`src/rtl/mul_req_arbiter.sv`:
```
// Round-robin share of one pipelined signed multiplier among N requesters; results routed back in issue order.
// Optional MUL_REQ_ARBITER_PERF_EN adds saturating per-requester issue counters and a stall counter.
module mul_req_arbiter #(
  parameter int N     = 4,
  parameter int DEPTH = 4
) (
  input  logic            clk,
  input  logic            rst_n,
  input  logic [N-1:0]    req_valid,
  output logic [N-1:0]    req_ready,
  input  logic [N*32-1:0] req_a,
  input  logic [N*32-1:0] req_b,
  output logic [N-1:0]    resp_valid,
  input  logic [N-1:0]    resp_ready,
  output logic [63:0]     resp_data,
  output logic            mul_valid_o,
  input  logic            mul_ready_i,
  output logic [31:0]     mul_data1,
  output logic [31:0]     mul_data2,
  input  logic            mul_valid_i,
  output logic            mul_ready_o,
  input  logic [63:0]     mul_res,
  output logic            err_orphan
`ifdef MUL_REQ_ARBITER_PERF_EN
  ,
  output logic [N*16-1:0] perf_issue,
  output logic [15:0]     perf_stall
`endif
);

  localparam int TAGW = (N > 1) ? $clog2(N) : 1;
  localparam int PW   = (DEPTH > 1) ? $clog2(DEPTH) : 1;
  localparam int CW   = $clog2(DEPTH + 1);

  typedef enum logic {ARB, HOLD} state_t;

  state_t          state;
  logic [TAGW-1:0] rr_ptr, grant_r, sel, cand, cur, head;
  logic            found, cur_vld, full, empty, push, pop;
  logic [TAGW-1:0] tag_mem [DEPTH];
  logic [PW-1:0]   wr_ptr, rd_ptr;
  logic [CW-1:0]   count;

  function automatic logic [PW-1:0] ptr_inc(input logic [PW-1:0] p);
    return (p == PW'(DEPTH - 1)) ? '0 : p + PW'(1);
  endfunction

  assign full  = (count == CW'(DEPTH));
  assign empty = (count == '0);
  assign head  = tag_mem[rd_ptr];

  // First valid requester after the last winner, wrapping modulo N.
  always_comb begin
    sel   = '0;
    found = 1'b0;
    cand  = '0;
    for (int k = 1; k <= N; k++) begin
      cand = TAGW'((int'(rr_ptr) + k) % N);
      if (!found && req_valid[cand]) begin
        sel   = cand;
        found = 1'b1;
      end
    end
  end

  assign cur         = (state == HOLD) ? grant_r : sel;
  assign cur_vld     = (state == HOLD) ? req_valid[grant_r] : found;
  assign mul_valid_o = cur_vld & ~full;
  assign push        = mul_valid_o & mul_ready_i;

  always_comb begin
    mul_data1 = '0;
    mul_data2 = '0;
    req_ready = '0;
    for (int i = 0; i < N; i++) begin
      if (cur == TAGW'(i)) begin
        mul_data1    = req_a[32*i +: 32];
        mul_data2    = req_b[32*i +: 32];
        req_ready[i] = mul_valid_o & mul_ready_i;
      end
    end
  end

  // With no tag outstanding the multiplier output is drained so a stray result cannot wedge it.
  always_comb begin
    resp_valid = '0;
    if (!empty) resp_valid[head] = mul_valid_i;
  end

  assign mul_ready_o = empty | resp_ready[head];
  assign resp_data   = mul_res;
  assign pop         = ~empty & mul_valid_i & mul_ready_o;

  always_ff @(posedge clk or negedge rst_n) begin
    if (!rst_n) begin
      state   <= ARB;
      rr_ptr  <= TAGW'(N - 1);
      grant_r <= '0;
    end else begin
      case (state)
        ARB: begin
          if (mul_valid_o) begin
            if (mul_ready_i) begin
              rr_ptr <= sel;
            end else begin
              grant_r <= sel;
              state   <= HOLD;
            end
          end
        end
        HOLD: begin
          if (!req_valid[grant_r]) begin
            state <= ARB;
          end else if (push) begin
            rr_ptr <= grant_r;
            state  <= ARB;
          end
        end
        default: state <= ARB;
      endcase
    end
  end

  always_ff @(posedge clk or negedge rst_n) begin
    if (!rst_n) begin
      wr_ptr     <= '0;
      rd_ptr     <= '0;
      count      <= '0;
      err_orphan <= 1'b0;
    end else begin
      if (push) wr_ptr <= ptr_inc(wr_ptr);
      if (pop)  rd_ptr <= ptr_inc(rd_ptr);
      if (push && !pop)      count <= count + CW'(1);
      else if (!push && pop) count <= count - CW'(1);
      if (empty && mul_valid_i) err_orphan <= 1'b1;
    end
  end

  always_ff @(posedge clk) begin
    if (push) tag_mem[wr_ptr] <= cur;
  end

`ifdef MUL_REQ_ARBITER_PERF_EN
  logic stall_ev;
  assign stall_ev = (mul_valid_o & ~mul_ready_i) | (full & (|req_valid));

  always_ff @(posedge clk or negedge rst_n) begin
    if (!rst_n) begin
      perf_issue <= '0;
      perf_stall <= '0;
    end else begin
      for (int i = 0; i < N; i++) begin
        if (push && cur == TAGW'(i) && perf_issue[16*i +: 16] != 16'hFFFF)
          perf_issue[16*i +: 16] <= perf_issue[16*i +: 16] + 16'd1;
      end
      if (stall_ev && perf_stall != 16'hFFFF) perf_stall <= perf_stall + 16'd1;
    end
  end
`endif

endmodule

```
`config.mk`:
```
export PLATFORM = sky130hd
export DESIGN_NAME = mul_req_arbiter
export DESIGN_NICKNAME = d
export VERILOG_FILES = /design/src/rtl/mul_req_arbiter.sv
export SDC_FILE = /design/constraint.sdc
export NUM_CORES = 1
export LEC_CHECK = 0
export ABC_AREA = 1
export CORE_AREA = 2 2 184 186
export CTS_CLUSTER_DIAMETER = 50
export DETAILED_ROUTE_END_ITERATION = 8
export DIE_AREA = 0 0 186 188
export SYNTH_ARGS = -nofsm -noshare
export SYNTH_HDL_FRONTEND = slang
export SYNTH_SLANG_ARGS = --single-unit
```
`constraint.sdc`:
```
create_clock -name clk -period 5.9 [get_ports clk]
set_input_delay 1.18 -clock clk [delete_from_list [all_inputs] [get_ports clk]]
set_output_delay 1.18 -clock clk [all_outputs]
set_load 0.05 [all_outputs]
```
==> results.txt, run 1 <==
----------------------------------------------------
[Floorplan]
  Die Area ... 35000 um^2
  Die height ... 188 um
  Die Width ... 186 um
  Site Rows ... 67
  Initial cell density of the core ... 0.122
  I/O Pins ... 471
  Core footprint ... 33100 um^2

[Setup path]
  Worst reg2reg path startpoint ... rr_ptr[0]
  Critical path buffer and inverter count ... 4
  Series of cell instances along the critical path ... clkdlybuf4s50_1 > nand2_1 > nand2_1 > nand2_2 > a21boi_1 > nand2_1 > inv_2 > nand2_2 > o21ai_4 > buf_4 > nand3_1 > nand4_1 > buf_12
  Startpoint types ... input port
  Crit path from ... req_valid[0]
  Top cell family by delay on the critical path ... buffers and inverters
  Critical path's largest stage delay ... 0.50 ns
  Worst Setup Path Type ... input port to output pin
  Data arrival time of the critical path ... 3.78 ns
  R2R setup slack ... 2.62 ns
  Highest-delay cell along the critical path ... clkdlybuf4s50_1
  Number of cells traversed by the worst register-to-register path ... 15
  Required time at the endpoint of the critical path ... 4.72 ns
  FF-to-FF End ... count[1]
  Maximum fanout encountered on the critical timing path ... 28
  Cell with the most instances on the worst path ... nand2_1
  Element type at the critical path end ... output pin

[Hold path]
  Hold WC Path Type ... register to register
  Worst Min Path Start ... err_orphan
  WHS Endpoint ... err_orphan
  Cell count of the worst hold path ... 1

[Synth]
  Post-synth ARST share ... 0.619
  Dominant combinational cell family by area after synthesis ... simple AND/OR/NAND/NOR gates
  Most area-consuming cells after synthesis ... nand3_1 (23%), buf_4 (15%), nand2_1 (14%), nand4_1 (7.3%), dfrtp_1 (6.8%)
  Adder-cell share of the synthesized area ... 0.0236
  Most numerous cell in the Yosys netlist ... nand3_1
  Most frequent cells after synthesis ... nand3_1 (186), nand2_1 (148), buf_4 (78)
  Compound-Gate Fraction of Synth Area ... 0.0540
  Xor-xnor portion of the synthesized cell area ... 0.00435
  Distinct cell type count after synthesis ... 32
  Seq/Total Area, Yosys ... 0.141
  Largest area contributor in the synthesized netlist ... nand3_1
  Synth Register Bits ... 21
  Synthesized Nets ... 1028
  Simple-gate portion of the synthesized area ... 0.521
  Ys flop type ... dfrtp_1
  Multiplexer share of the synthesized area ... 0.00279
  Share of Yosys cell area claimed by the top area cell type ... 0.231
  Cell area after synthesis ... 4030 um^2
  Number of cells produced by synthesis ... 689
  Number of flops mapped to enable cells by yosys ... 8
  Synth warn ... 0
  Mean instance size in the synthesized netlist ... 5.85 um^2

[Timing]
  Fmax ... 201 MHz
  Worst Clk Skew ... 0.00192 ns
  Final critical delay including setup and external delays ... 4.96 ns
  Number of slew-limit violations in the final report ... 0
  Fraction of the cycle the final worst path needs ... 0.841
  RSZ-0062 raised after global routing ... no
  Count of endpoints failing hold in the final timing report ... 0
  Slew HR ... 0.585
  Transition time at the pin with the least slew margin ... 0.621 ns
  Total of endpoints with negative setup slack in the final report ... 0
  Final total negative setup slack ... 0 ns

[Layout]
  Nets@finish ... 1271
  Area added between synthesis and finish ... 96.4%
  Utilization after layout ... 0.239
  Share of layout cells above drive strength 1 ... 0.130
  Count of filler cells inserted in the layout ... 3693

[Clock network]
  Sinks on Clock Net ... 21
  Setup bufs post-CTS ... 0
  CTS tree ... done
  TritonCTS Buffers ... 3
  CTS Buffer Depth ... 2
  Clock latency reported for the late side of the worst-skew pair ... 0.25 ns
  Hold buffer count at CTS ... 0
  Count of H-tree levels built during CTS ... 1
  Buffer type at the clock tree root ... clkbuf_16
  Clock-pin slew on the worst setup and hold paths ... 0.06 ns
  Post-cts sizing count ... 0

[Global routing]
  Number of global-route vias before repair ... 5444
  Number of antenna violations at the first check in global routing ... 1
  Global router's overall resource usage ... 0.115
  Overflow left after global routing ... 0
  First-pass GRT wire length ... 31300 um
  Maximum number of pins on one net before global-route repair ... 64

[Route]
  DRC viols ... 0
  Average vias per placed instance ... 4.00
  Antenna Violating Nets Remaining ... 0
  Detail-routed net length per standard cell ... 15.3 um
  Vias after detailed routing ... 5514
  Total iterations of the first detailed-routing run ... 7
  Final WL ... 21200 um
  Iteration-0 DRC Markers ... 216

[Run status]
  Outcome ... finished, final reports clean

[Place]
  Last weighted congestion value of the routability-driven placer ... 0.853
  Buffers added on ports ... 342
  Post-DP HPWL ... 17900 um

[Job]
  Maximum Capacitance Violations ... 0

----------------------------------------------------
-- stage by stage --
| step | instance area [um^2] | std cells | hold slack, ns | setup WS, ns |
|---|---|---|---|---|
| 5_1_grt | 7920 | 1380 | 0.516 | 0.719 |
| 4_1_cts | 7920 | 1379 | 0.493 | 0.963 |
| 6_report | 7920 | 1380 | 0.484 | 0.937 |
| 3_3_place_gp | 7840 | 1375 | 0.447 | 0.992 |
| 3_5_place_dp | 7840 | 1375 | 0.480 | 0.966 |
| 2_1_floorplan | 4030 | 689 | 0.469 | 1.24 |
-- sequential cells by signal, indices dropped and copies added, names as in the netlist --
name        flops
tag_mem         8
count           3
grant_r         2
rd_ptr          2
rr_ptr          2
wr_ptr          2
err_orphan      1
state           1
-- logic make-up after synthesis --
family                     Yosys count
adders and majority gates            7
muxes                                1
DFF                                 21
xor gates and xnor gates             2
AOI/OAI and AO/OA                   39
buffers and inverters              180
and+or+nand+nor                    439
-- final cells by class --
type	instances	area (um^2)	share of cell area
Timing Repair Buffer	352	4000	0.505
Clock inverter	1	5.00	0.000632
Inverter	66	248	0.0313
Multi-Input combinational cell	488	2460	0.310
Antenna cell	1	2.50	0.000316
Sequential cell	21	568	0.0717
Clock buffer	3	75.1	0.00948
Tap cell	448	561	0.0708
-- cell usage in the layout (no fill, tap or decap), types with 14 or more instances in the layout --
cell type        Yosys  final
nand3_1            186    186
or2_2               22     22
nand2_1            148    147
nor2_1              15     14
buf_12               0     53
inv_1               62     62
buf_4               78     21
nand4_1             47     47
clkdlybuf4s50_1      0    278
o21ai_0             17     17
-- metal layers --
metal	up-vias	global-route usage	wire length, um
met2	251	0.207	10700
met4	0	0.0312	573
met5	-	0	0
li1	2723	-	-
met1	2519	0.135	8440
met3	21	0.0270	1470
-- worst max-delay path by stage --
stage                               end  cells past startpoint  slack (ns)
after floorplan            req_ready[2]                     11        1.24
after global placement    mul_data2[24]                     14        0.99
final                     mul_data1[25]                     13        0.94
after CTS                 mul_data2[24]                     14        0.96
after detailed placement  mul_data2[24]                     14        0.97
after global routing       req_ready[3]                     10        0.72
Power of run 1 is not shown: default switching activity piles up to over one toggle a cycle in this logic, so the estimate is an artifact.
==> inputs of run 2 (changes only) <==
- CORE_AREA: 2 2 184 186 -> 2 2 185 187
- DIE_AREA: 0 0 186 188 -> 0 0 187 189
- clock period: 5.9 -> 4.5 ns (I/O delays scaled with it)
==> results.txt, run 2 (synthesis gave the netlist of run 1 again) <==
----------------------------------------------------
[Global routing]
  Global router's overall resource usage ... 0.117
  Number of antenna violations at the first check in global routing ... 0
  First-pass GRT wire length ... 32600 um
  Number of global-route vias before repair ... 5582
  Maximum number of pins on one net before global-route repair ... 83
  Overflow left after global routing ... 0

[Clock network]
  Clock-pin slew on the worst setup and hold paths ... 0.06 ns
  Post-cts sizing count ... 0
  Sinks on Clock Net ... 21
  Buffer type at the clock tree root ... clkbuf_16
  Clock latency reported for the late side of the worst-skew pair ... 0.25 ns
  CTS tree ... done
  Count of H-tree levels built during CTS ... 1
  CTS Buffer Depth ... 2
  TritonCTS Buffers ... 3
  Setup bufs post-CTS ... 0
  Hold buffer count at CTS ... 0

[Route]
  Metal1 wirelength ... 8820 um
  Average vias per placed instance ... 4.09
  Total iterations of the first detailed-routing run ... 5
  DRC viols ... 0
  Sum of met3 wire segment lengths after detailed routing ... 1730 um
  Vias after detailed routing ... 5660
  Final WL ... 22200 um
  Met2 routed wirelength ... 11100 um
  Iteration-0 DRC Markers ... 262
  Antenna Violating Nets Remaining ... 0
  Highest signal layer in the routed design ... met4
  Detail-routed net length per standard cell ... 16.1 um

[Timing]
  Worst Clk Skew ... 0.00418 ns
  Final critical delay including setup and external delays ... 4.29 ns
  Fmax ... 233 MHz
  Transition time at the pin with the least slew margin ... 0.615 ns
  Worst hold-check slack ... 0.457 ns
  RSZ-0062 raised after global routing ... no
  Final total negative setup slack ... 0 ns
  Fraction of the cycle the final worst path needs ... 0.953
  Slew HR ... 0.589
  Number of slew-limit violations in the final report ... 0
  Total of endpoints with negative setup slack in the final report ... 0
  Count of endpoints failing hold in the final timing report ... 0

[Job]
  Maximum Capacitance Violations ... 0

[Layout]
  Largest registers ranked by flip-flop count ... tag_mem: 8 flops, count: 3 flops
  Area of combinational cells with multiple inputs ... 2460 um^2
  Top library cells by usage in the layout, fill and taps aside ... clkdlybuf4s50_1 (274), nand3_1 (186), nand2_1 (147)
  Max reg flops ... 8
  Share of layout cells above drive strength 1 ... 0.139
  Area added between synthesis and finish ... 104%
  Antenna cell count ... 0
  Most frequent standard cell in the layout excluding fill and tap cells ... clkdlybuf4s50_1
  Area occupied by registers ... 568 um^2
  Count of filler cells inserted in the layout ... 3680
  Nets@finish ... 1277
  Reg with most FFs ... tag_mem

[Place]
  Buffers added on ports ... 342
  Last weighted congestion value of the routability-driven placer ... 0.879
  Post-DP HPWL ... 18500 um

[Setup path]
  Data arrival time of the critical path ... 3.39 ns
  Top cell family by delay on the critical path ... simple AND/OR/NAND/NOR gates
  Highest-delay cell along the critical path ... clkdlybuf4s50_1
  Series of cell instances along the critical path ... clkdlybuf4s50_1 > nand2_1 > nand2_2 > nand2_2 > nand2_2 > nor2_2 > nand4_1 > nand2_2 > nand2_1 > nand2_4 > buf_12 > nand3_1 > nand4_1 > buf_12
  Cell with the most instances on the worst path ... nand2_2
  Required time at the endpoint of the critical path ... 3.60 ns
  Maximum fanout encountered on the critical timing path ... 82
  Worst Setup Path Type ... input port to output pin
  Critical path's largest stage delay ... 0.46 ns
  Startpoint types ... input port
  Element type at the critical path end ... output pin
  Critical path buffer and inverter count ... 3

[Floorplan]
  Die height ... 189 um
  Die Width ... 187 um
  Initial cell density of the core ... 0.121
  Die Area ... 35300 um^2
  Core footprint ... 33300 um^2
  Site Rows ... 67
  I/O Pins ... 471

[Hold path]
  Hold WC Path Type ... register to register

[Run status]
  Outcome ... finished, final reports clean

----------------------------------------------------
[run 2: layout make-up]
type / count / share of cell area
repair buffers: 358 / 0.524
multi-input cells: 488 / 0.299
flip-flops and latches: 21 / 0.0691
well taps: 448 / 0.0681
inverters: 66 / 0.0301
clock buffers: 4 / 0.00958
[run 2: per-layer routing]
metal,vias up,global-route usage
li1,2734,-
met1,2588,0.142
met2,310,0.209
met3,28,0.0284
met4,0,0.0266
met5,-,0
[run 2: worst paths after layout]
check | startpoint | endpoint | slack, ns | cells past startpoint
max | req_valid[3] | mul_data2[10] | 0.21 | 14
min | err_orphan | err_orphan | 0.46 | 1
max reg2reg | rr_ptr[0] | count[1] | 1.17 | 15
min reg2reg | err_orphan | err_orphan | 0.46 | 1
max in group asynchronous | rst_n | wr_ptr[1] | 3.06 | 1
min in group asynchronous | rst_n | err_orphan | 1.03 | 1
[run 2: through the flow]
| stage | setup WS (ns) | util | std cells | area [um^2] |
|---|---|---|---|---|
| global placement | 0.296 | 0.245 | 1381 | 8150 |
| CTS | 0.267 | 0.247 | 1385 | 8230 |
| global route | 0.0938 | 0.247 | 1385 | 8230 |
| finish | 0.213 | 0.247 | 1385 | 8230 |
| floorplan | 0.398 | - | 689 | 4030 |
| detailed placement | 0.281 | 0.245 | 1381 | 8150 |
[run 2: worst register-to-register path: stages, from the launching register on]
cell	delay, ns
dfstp_2	0.69
inv_2	0.14
nand2_1	0.09
nand2_1	0.08
nand2_2	0.09
nand2_2	0.08
nor2_2	0.16
nand3_1	0.10
nand2_1	0.12
inv_1	0.09
nand2_1	0.35
inv_1	0.21
ha_1	0.24
inv_1	0.09
fa_1	0.42
mux2_2	0.27
Power of run 2 is left out for the same reason.
==> inputs of run 3 (changes only) <==
- CTS_CLUSTER_DIAMETER: 50 -> 60
==> results of run 3 <==
Same layout as run 2: the final DEF is identical, and so are final timing and power.
Power of run 3 is left out for the same reason.
